<file path="src/rtl/qq_issue_if.sv">
// qq_issue_if: command, queue-control and response signals of qq_issue.
// The slave modport is the issue block; master is its environment.
interface qq_issue_if #(
    parameter int W = 8
);
    logic         cmd_valid;
    logic         cmd_op;
    logic [W-1:0] cmd_data;
    logic         cmd_ready;
    logic         enq_o;
    logic         deq_o;
    logic [W-1:0] data_o;
    logic         q_rdy;
    logic         q_full;
    logic         q_empty;
    logic [W-1:0] q_dout;
    logic         rsp_valid;
    logic         rsp_err;
    logic [W-1:0] rsp_data;
    logic [7:0]   err_cnt;

    modport slave (
        input  cmd_valid, cmd_op, cmd_data, q_rdy, q_full, q_empty, q_dout,
        output cmd_ready, enq_o, deq_o, data_o, rsp_valid, rsp_err, rsp_data, err_cnt
    );

    modport master (
        output cmd_valid, cmd_op, cmd_data, q_rdy, q_full, q_empty, q_dout,
        input  cmd_ready, enq_o, deq_o, data_o, rsp_valid, rsp_err, rsp_data, err_cnt
    );
endinterface

</file>
<file path="src/rtl/qq_issue.sv">
// qq_issue: buffers enqueue/dequeue commands and issues them one at a time
// to a priority queue, returning one response per command.
// Optional feature: define QQ_ISSUE_ERRCNT_EN for a saturating count of
// rejected commands on err_cnt; without it err_cnt is tied to zero.
module qq_issue #(
    parameter int W  = 8,
    parameter int CD = 4
) (
    input logic       clk,
    input logic       rst,
    qq_issue_if.slave bus
);
    localparam int AW = $clog2(CD);

    localparam logic [AW:0]   FULL_CNT = CD[AW:0];
    localparam logic [AW:0]   CNT_ONE  = 1;
    localparam logic [AW-1:0] PTR_ONE  = 1;

    localparam logic [1:0] IDLE  = 2'd0;
    localparam logic [1:0] ISSUE = 2'd1;
    localparam logic [1:0] WAIT  = 2'd2;
    localparam logic [1:0] RESP  = 2'd3;

    logic [W:0]    buf_mem [CD];
    logic [AW-1:0] wr_ptr;
    logic [AW-1:0] rd_ptr;
    logic [AW:0]   count;
    logic          full;
    logic          empty;
    logic          push;
    logic          pop;
    logic          head_op;
    logic [W-1:0]  head_data;
    logic          head_legal;
    logic          start;
    logic [1:0]    state;
    logic          cur_op;

    assign full          = (count == FULL_CNT);
    assign empty         = (count == '0);
    assign bus.cmd_ready = ~full;
    assign push          = bus.cmd_valid & ~full;

    assign {head_op, head_data} = buf_mem[rd_ptr];

    // A head command is judged against the queue flags while we sit in IDLE.
    assign head_legal = head_op ? ~bus.q_empty : ~bus.q_full;
    assign start      = (state == IDLE) & ~empty & bus.q_rdy;

    // Legal commands leave the buffer when issued, rejected ones straight from IDLE.
    assign pop = (state == ISSUE) | (start & ~head_legal);

    // Store accepted commands; no reset needed since occupancy gates every read.
    always_ff @(posedge clk) begin
        if (push) begin
            buf_mem[wr_ptr] <= {bus.cmd_op, bus.cmd_data};
        end
    end

    // Buffer pointers wrap naturally because CD is a power of two.
    always_ff @(posedge clk or negedge rst) begin
        if (!rst) begin
            wr_ptr <= '0;
            rd_ptr <= '0;
            count  <= '0;
        end else begin
            if (push) begin
                wr_ptr <= wr_ptr + PTR_ONE;
            end
            if (pop) begin
                rd_ptr <= rd_ptr + PTR_ONE;
            end
            case ({push, pop})
                2'b10:   count <= count + CNT_ONE;
                2'b01:   count <= count - CNT_ONE;
                default: count <= count;
            endcase
        end
    end

    // Issue FSM: pulses and the response strobe are registered on state entry.
    always_ff @(posedge clk or negedge rst) begin
        if (!rst) begin
            state         <= IDLE;
            cur_op        <= 1'b0;
            bus.enq_o     <= 1'b0;
            bus.deq_o     <= 1'b0;
            bus.data_o    <= '0;
            bus.rsp_valid <= 1'b0;
            bus.rsp_err   <= 1'b0;
            bus.rsp_data  <= '0;
        end else begin
            bus.enq_o <= 1'b0;
            bus.deq_o <= 1'b0;
            case (state)
                IDLE: begin
                    if (start) begin
                        if (head_legal) begin
                            state      <= ISSUE;
                            cur_op     <= head_op;
                            bus.enq_o  <= ~head_op;
                            bus.deq_o  <= head_op;
                            bus.data_o <= head_data;
                        end else begin
                            state         <= RESP;
                            bus.rsp_valid <= 1'b1;
                            bus.rsp_err   <= 1'b1;
                            bus.rsp_data  <= '0;
                        end
                    end
                end
                ISSUE: begin
                    state <= WAIT;
                end
                WAIT: begin
                    if (bus.q_rdy) begin
                        state         <= RESP;
                        bus.rsp_valid <= 1'b1;
                        bus.rsp_err   <= 1'b0;
                        bus.rsp_data  <= cur_op ? bus.q_dout : '0;
                    end
                end
                RESP: begin
                    state         <= IDLE;
                    bus.rsp_valid <= 1'b0;
                    bus.rsp_err   <= 1'b0;
                    bus.rsp_data  <= '0;
                end
                default: begin
                    state <= IDLE;
                end
            endcase
        end
    end

`ifdef QQ_ISSUE_ERRCNT_EN
    logic [7:0] err_count;

    // Count each rejected response once, holding at the top value.
    always_ff @(posedge clk or negedge rst) begin
        if (!rst) begin
            err_count <= 8'd0;
        end else if ((state == RESP) && bus.rsp_err && (err_count != 8'hFF)) begin
            err_count <= err_count + 8'd1;
        end
    end

    assign bus.err_cnt = err_count;
`else
    assign bus.err_cnt = 8'd0;
`endif

endmodule
</file>
<file path="src/flat_wrapper.sv">
// flat-port wrapper written by rule: the top's interface ports become plain ports
module qq_issue_flat 
#(
    parameter int W  = 8,
    parameter int CD = 4
)
  (clk, rst, bus_cmd_valid, bus_cmd_op, bus_cmd_data, bus_q_rdy, bus_q_full, bus_q_empty, bus_q_dout, bus_cmd_ready, bus_enq_o, bus_deq_o, bus_data_o, bus_rsp_valid, bus_rsp_err, bus_rsp_data, bus_err_cnt);
  qq_issue_if #(.W(W)) bus_i ();
  input logic clk;
  input logic rst;
  input wire logic [$bits(bus_i.cmd_valid)-1:0] bus_cmd_valid;
  input wire logic [$bits(bus_i.cmd_op)-1:0] bus_cmd_op;
  input wire logic [$bits(bus_i.cmd_data)-1:0] bus_cmd_data;
  input wire logic [$bits(bus_i.q_rdy)-1:0] bus_q_rdy;
  input wire logic [$bits(bus_i.q_full)-1:0] bus_q_full;
  input wire logic [$bits(bus_i.q_empty)-1:0] bus_q_empty;
  input wire logic [$bits(bus_i.q_dout)-1:0] bus_q_dout;
  output wire logic [$bits(bus_i.cmd_ready)-1:0] bus_cmd_ready;
  output wire logic [$bits(bus_i.enq_o)-1:0] bus_enq_o;
  output wire logic [$bits(bus_i.deq_o)-1:0] bus_deq_o;
  output wire logic [$bits(bus_i.data_o)-1:0] bus_data_o;
  output wire logic [$bits(bus_i.rsp_valid)-1:0] bus_rsp_valid;
  output wire logic [$bits(bus_i.rsp_err)-1:0] bus_rsp_err;
  output wire logic [$bits(bus_i.rsp_data)-1:0] bus_rsp_data;
  output wire logic [$bits(bus_i.err_cnt)-1:0] bus_err_cnt;
  assign bus_i.cmd_valid = bus_cmd_valid;
  assign bus_i.cmd_op = bus_cmd_op;
  assign bus_i.cmd_data = bus_cmd_data;
  assign bus_i.q_rdy = bus_q_rdy;
  assign bus_i.q_full = bus_q_full;
  assign bus_i.q_empty = bus_q_empty;
  assign bus_i.q_dout = bus_q_dout;
  assign bus_cmd_ready = bus_i.cmd_ready;
  assign bus_enq_o = bus_i.enq_o;
  assign bus_deq_o = bus_i.deq_o;
  assign bus_data_o = bus_i.data_o;
  assign bus_rsp_valid = bus_i.rsp_valid;
  assign bus_rsp_err = bus_i.rsp_err;
  assign bus_rsp_data = bus_i.rsp_data;
  assign bus_err_cnt = bus_i.err_cnt;
  qq_issue #(.W(W), .CD(CD)) u_core (.clk(clk), .rst(rst), .bus(bus_i));
endmodule
</file>
<file path="config.mk">
export PLATFORM = sky130hd
export DESIGN_NAME = qq_issue_flat
export DESIGN_NICKNAME = d
export VERILOG_FILES = /design/src/rtl/qq_issue_if.sv /design/src/rtl/qq_issue.sv /design/src/flat_wrapper.sv
export SDC_FILE = /design/constraint.sdc
export NUM_CORES = 1
export LEC_CHECK = 0
export CAP_MARGIN = 25
export CORE_MARGIN = 2
export CORE_UTILIZATION = 45
export DETAILED_ROUTE_END_ITERATION = 7
export GPL_ROUTABILITY_DRIVEN = 0
export PLACE_DENSITY = 0.76
export SETUP_SLACK_MARGIN = 0.15
export SLEW_MARGIN = 15
export SYNTH_ARGS = -nofsm -noshare
export SYNTH_HDL_FRONTEND = slang
export SYNTH_SLANG_ARGS = --single-unit
</file>
<file path="constraint.sdc">
create_clock -name clk -period 5.9 [get_ports clk]
set_clock_uncertainty 0.1 [all_clocks]
set_input_delay 1.18 -clock clk [delete_from_list [all_inputs] [get_ports clk]]
set_output_delay 1.18 -clock clk [all_outputs]
set_load 0.1 [all_outputs]
</file>
==> results of run 1 <==
[sequential cells by signal (all words and copies together) (netlist names)]
register,count
u_core.bus.rsp_valid,1
u_core.count,3
u_core.bus.deq_o,1
u_core.state,2
u_core.bus.rsp_err,1
u_core.buf_mem,36
u_core.bus.enq_o,1
u_core.bus.rsp_data,8
u_core.cur_op,1
u_core.bus.data_o,8
u_core.wr_ptr,2
u_core.rd_ptr,2
[cell usage after synthesis, types with 2 or more instances]
master,n
mux2_2,2
o31ai_1,2
xnor2_1,2
or2_2,4
nand2_1,3
edfxtp_1,36
and2_1,2
nor2_1,6
xor2_1,4
dfrtp_1,30
inv_1,9
a32o_1,9
and3_1,4
mux2_4,8
ha_1,11
buf_4,8
mux4_2,9
nand3_1,3
o21ai_0,4
buf_2,2
[power by group]
part           leakage, nW  internal, mW  switching, mW  total, mW
Sequential           0.705         0.630          0.103      0.733
Clock               0.0909         0.194          0.166      0.360
Combinational        0.605         0.341          0.664       1.01
Total                 1.40          1.17          0.932       2.10
[per-stage QoR]
stage	area [um^2]	power (mW)
final	3527	2.098
after global routing	3527	2.214
after CTS	3527	2.120
after detailed placement	3341	1.748
after global placement	3341	1.727
after floorplan	2895	1.526
[worst min-delay path by stage]
stage | end | cells past startpoint | slack (ns) | from
5_1_grt | u_core.bus.data_o[4] | 1 | 0.43 | u_core.bus.data_o[4]
4_1_cts | u_core.bus.data_o[5] | 1 | 0.41 | u_core.bus.data_o[5]
2_1_floorplan | u_core.cur_op | 1 | 0.38 | u_core.cur_op
3_3_place_gp | u_core.bus.data_o[4] | 1 | 0.39 | u_core.bus.data_o[4]
3_5_place_dp | u_core.bus.data_o[5] | 1 | 0.40 | u_core.bus.data_o[5]
6_report | u_core.bus.data_o[6] | 1 | 0.41 | u_core.bus.data_o[6]
[per-layer routing]
layer  track usage, %  vias up  wire length (um)
li1                 -      737                 -
met1            21.89      783              2093
met2            24.00       44              2508
met3            3.066       10               207
met4            8.358        0               127
met5                0        -                 0
[area by class of cell]
| cell class | instances | share of cell area, % |
|---|---|---|
| clock buffers | 11 | 3.725 |
| clock inverters | 5 | 1.561 |
| inverters | 9 | 0.9578 |
| multi-input cells | 94 | 26.68 |
| flip-flops and latches | 66 | 51.93 |
| well taps | 77 | 2.731 |
| repair buffers | 44 | 12.42 |
[cells by family (layout without fill, tap and decap cells)]
kind of cell	count (synthesis)	after routing	share of synthesized area, %
flops	66	66	63.85
simple gates	25	25	4.928
compound gates	23	23	6.673
buf+inv	22	69	4.274
mux	20	20	12.82
fa+ha+maj	12	12	5.495
xor+xnor	6	6	1.832
other cells	1	8	0.1307
[placed cells by master, fill, tap and decap left out, types with 2 or more instances in the layout]
cell             count
conb_1               8
nand2_1              3
edfxtp_1            36
mux2_2               2
nor2_1               6
mux2_4               8
xor2_1               4
nand3_1              3
xnor2_1              2
clkdlybuf4s50_1     43
and3_1               4
mux4_2               9
o31ai_1              2
inv_1                9
clkbuf_1             2
clkbuf_8             9
a32o_1               9
and2_1               2
ha_1                11
or2_2                4
o21ai_0              4
dfrtp_1             30
==> flow_metrics.env, run 1 <==
export IMPL_status="completed"
export IMPL_die_area_mm2=0.007030
export IMPL_cts_sinks=66
export IMPL_syn_to_final_growth_pct=22.94
export IMPL_rows=29
export IMPL_dp_hpwl_um=3310
export IMPL_tns_ns=0
export IMPL_io_pins=52
export IMPL_r2r_end="u_core.count[2]"
export IMPL_final_antenna_net_count=0
export IMPL_finalNonFillerCells=306
export IMPL_htree_levels=3
export IMPL_cpLargestDelayFamily="buffers and inverters"
export IMPL_drc_errors=0
export IMPL_finalSetupViolations=0
export IMPL_crit_cells=3
export IMPL_grtUsageTotal_pct=15.87
export IMPL_netlist_instances=175
export IMPL_synth_top_area_share_pct=37.68
export IMPL_cp_end_kind="primary output"
export IMPL_hp_class="register to register"
export IMPL_path_cells="inv_1 -> nand3_1 -> clkdlybuf4s50_1"
export IMPL_cp_max_fo=6
export IMPL_start_util_pct=45.97
export IMPL_irDropWorstVdd_v=0.0002600
export IMPL_synth_edff_count=36
export IMPL_wirelength_um=4936
export IMPL_overflow=0
export IMPL_holdBufCountCts=0
export IMPL_worstSetupPathType="register to primary output"
export IMPL_core_mm2=0.006241
export IMPL_grt_pass1_wl_um=8424
export IMPL_numPortBuffers=43
export IMPL_critPathBufInv=2
export IMPL_vias=1574
export IMPL_post_place_cells=290
export IMPL_cp_required_ns=4.62
export IMPL_post_drt_wl_per_cell_um=16.13
export IMPL_r2r_cells=9
export IMPL_synth_area_leaders="edfxtp_1, dfrtp_1, mux4_2"
export IMPL_slew_headroom_pct=32.51
export IMPL_powerDensity_mw_per_mm2=594.7
export IMPL_slew_violations=0
export IMPL_netlist_area_mm2=0.002869
export IMPL_setup_ws_ns=2.372
export IMPL_crit_slowest_cell="clkdlybuf4s50_1"
export IMPL_cts_tree="done"
export IMPL_ys_warn_count=0
export IMPL_synth_flop_cell="edfxtp_1"
export IMPL_synthArstFlopShare_pct=45.45
export IMPL_synth_top_cell_by_area="edfxtp_1"
export IMPL_cts_clk_slew_worst_paths_ns=0.07
export IMPL_place_ws_ns=2.341
export IMPL_first_iter_violations=132
export IMPL_multi_input_area_um2=940.9
export IMPL_synth_area_per_cell_um2=16.39
export IMPL_cts_made_buffers=9
export IMPL_ys_types=37
export IMPL_post_route_min_period_ns=3.528
export IMPL_crit_end="bus_cmd_ready"
export IMPL_holdWs_ns=0.4133
export IMPL_crit_arrival_ns=2.25
export IMPL_yosysSeqAreaShare_pct=63.85
export IMPL_crit_start="u_core.count[0]"
export IMPL_utilization_pct=56.52
export IMPL_drive_above_1_share_pct=17.47
export IMPL_cts_setup_buffers=0
export IMPL_synth_seq_cells=66
export IMPL_finalCritPeriodShare_pct=59.80
export IMPL_worst_slew_pin_slew_ns=1.009
export IMPL_startpoint_type="register"
export IMPL_r2r_start="u_core.rd_ptr[0]"
export IMPL_ctsResizeCount=0
export IMPL_grt_max_degree=31
export IMPL_cpPeakStageDelay_ns=1.18
export IMPL_rrSetupSlack_ns=2.55
export IMPL_grt_pass1_vias=1634
export IMPL_final_nets=259
export IMPL_hold_viol_final=0
export IMPL_cts_max_path_buffers=2
export IMPL_rsz0062_at_grt="false"
export IMPL_dr_pass1_iters=4
export IMPL_clkLatencyLatePin_ns=0.33
export IMPL_fmax_mhz=283.5
export IMPL_clockRootBuffer="clkbuf_8"
export IMPL_cap_violations=0
export IMPL_num_fill_cells=498
export IMPL_vias_per_cell=5.144
export IMPL_regArea_mm2=0.001832
export IMPL_die_y_um=83.85
export IMPL_antenna_found_initial=0
export IMPL_diodes=0
export IMPL_power_leakage_nw=1.401
export IMPL_die_w_um=83.85
Power figures use the tool's default switching activity.
==> run 2, diff against run 1 <==
Settings changed: PLACE_DENSITY 0.76 to 0.79.
Clock period 5.9 ns to 2.9 ns, I/O delays scaled along.
==> flow_metrics.env, run 2 (synthesis gave the netlist of run 1 again) <==
export IMPL_status="completed"
export IMPL_vias=1576
export IMPL_mostFrequentLayoutCells="edfxtp_1, dfrtp_1, buf_4"
export IMPL_cp_required_ns=3.07
export IMPL_post_route_min_period_ns=2.567
export IMPL_hp_class="register to register"
export IMPL_first_iter_violations=100
export IMPL_worstSetupPathType="register to register"
export IMPL_antenna_found_initial=0
export IMPL_die_y_um=83.85
export IMPL_crit_arrival_ns=2.73
export IMPL_dp_hpwl_um=3353
export IMPL_drc_errors=0
export IMPL_die_area_mm2=0.007030
export IMPL_r2r_cells=9
export IMPL_final_antenna_net_count=0
export IMPL_cap_violations=0
export IMPL_slew_violations=0
export IMPL_slew_headroom_pct=58.05
export IMPL_io_pins=52
export IMPL_cts_clk_slew_worst_paths_ns=0.07
export IMPL_use_met1_pct=18.08
export IMPL_syn_to_final_growth_pct=22.68
export IMPL_rows=29
export IMPL_num_fill_cells=491
export IMPL_top_usage_layer="met2"
export IMPL_finalCritPeriodShare_pct=88.52
export IMPL_htree_levels=3
export IMPL_wirelength_um=4737
export IMPL_cp_end_kind="register"
export IMPL_worst_slew_pin_slew_ns=0.6292
export IMPL_layout_commonest_cell="edfxtp_1"
export IMPL_hold_viol_final=0
export IMPL_dr_pass1_iters=4
export IMPL_finalSetupViolations=0
export IMPL_grt_pass1_vias=1638
export IMPL_top_regs="u_core.buf_mem: 36 flops, u_core.bus.data_o: 8 flops, u_core.bus.rsp_data: 8 flops"
export IMPL_fmax_mhz=389.5
export IMPL_clockRootBuffer="clkbuf_8"
export IMPL_cts_max_path_buffers=2
export IMPL_rsz0062_at_grt="false"
export IMPL_cts_tree="done"
export IMPL_diodes=0
export IMPL_overflow=0
export IMPL_grt_max_degree=31
export IMPL_vias_per_cell=5.068
export IMPL_grtUsageTotal_pct=14.80
export IMPL_cp_max_fo=4
export IMPL_post_drt_wl_per_cell_um=15.23
export IMPL_numPortBuffers=43
export IMPL_final_nets=264
export IMPL_largest_reg_flops=36
export IMPL_tns_ns=0
export IMPL_gr_usage_met2_pct=24.00
export IMPL_drive_above_1_share_pct=29.06
export IMPL_use_met3_pct=3.759
export IMPL_core_mm2=0.006241
export IMPL_start_util_pct=45.97
export IMPL_rrSetupSlack_ns=0.33
export IMPL_cts_made_buffers=9
export IMPL_holdPathStages=1
export IMPL_die_w_um=83.85
export IMPL_holdBufCountCts=0
export IMPL_clkLatencyLatePin_ns=0.34
export IMPL_cts_sinks=66
export IMPL_largest_register="u_core.buf_mem"
export IMPL_grt_pass1_wl_um=7935
export IMPL_startpoint_type="register"
run 2: timing repair:
action                                  in CTS  in global routing
gates resized for setup                      0                  1
endpoints found under the setup margin       0                  1
buffers inserted                             0                  0
run 2: per-stage QoR:
step                      utilization, %  instances  setup slack [ns]  area, um^2  hold WS, ns
after detailed placement           53.37        295            0.1063        3331       0.4007
after global routing               56.40        311            0.1581        3520       0.4398
after floorplan                        -        182            0.2805        2900       0.1844
final                              56.40        311            0.3328        3520       0.4153
after global placement             53.37        295            0.1980        3331       0.3918
after CTS                          56.34        311            0.2437        3516       0.4210
run 2: area by class of cell:
class / count / area [um^2] / share of cell area [%]
Clock buffer: 10 / 127.6 / 3.626
Inverter: 9 / 33.78 / 0.9598
Tap cell: 77 / 96.34 / 2.737
Multi-Input combinational cell: 94 / 949.7 / 26.98
Timing Repair Buffer: 49 / 422.9 / 12.02
Clock inverter: 6 / 57.56 / 1.635
Sequential cell: 66 / 1832 / 52.04
run 2: routing by layer:
layer / share of wire, % / up-vias
met2: 53 / 44
met3: 4.8 / 8
met4: 1.8 / 0
met5: 0 / -
li1: - / 744
met1: 40 / 780
run 2: worst paths after layout:
| check | end | startpoint |
|---|---|---|
| setup / recovery | u_core.count[2] | u_core.rd_ptr[0] |
| hold / removal | u_core.bus.data_o[6] | u_core.bus.data_o[6] |
| setup reg to reg | u_core.count[2] | u_core.rd_ptr[0] |
| hold reg to reg | u_core.bus.data_o[6] | u_core.bus.data_o[6] |
| max in group asynchronous | u_core.bus.data_o[1] | rst |
| min in group asynchronous | u_core.bus.rsp_data[3] | rst |
run 2: worst max-delay path, cell delays in order, from the launching register on:
cell	delay, ns
dfrtp_1	0.38
mux4_2	0.59
mux2i_4	0.23
o21bai_2	0.17
ha_1	0.20
inv_1	0.06
fa_1	0.37
xor2_1	0.15
nor2_1	0.11
xor2_1	0.14
Power of run 2 is left out: the tool's default activity adds up to more than one toggle a clock period on the data nets, which glitch-free logic cannot reach.
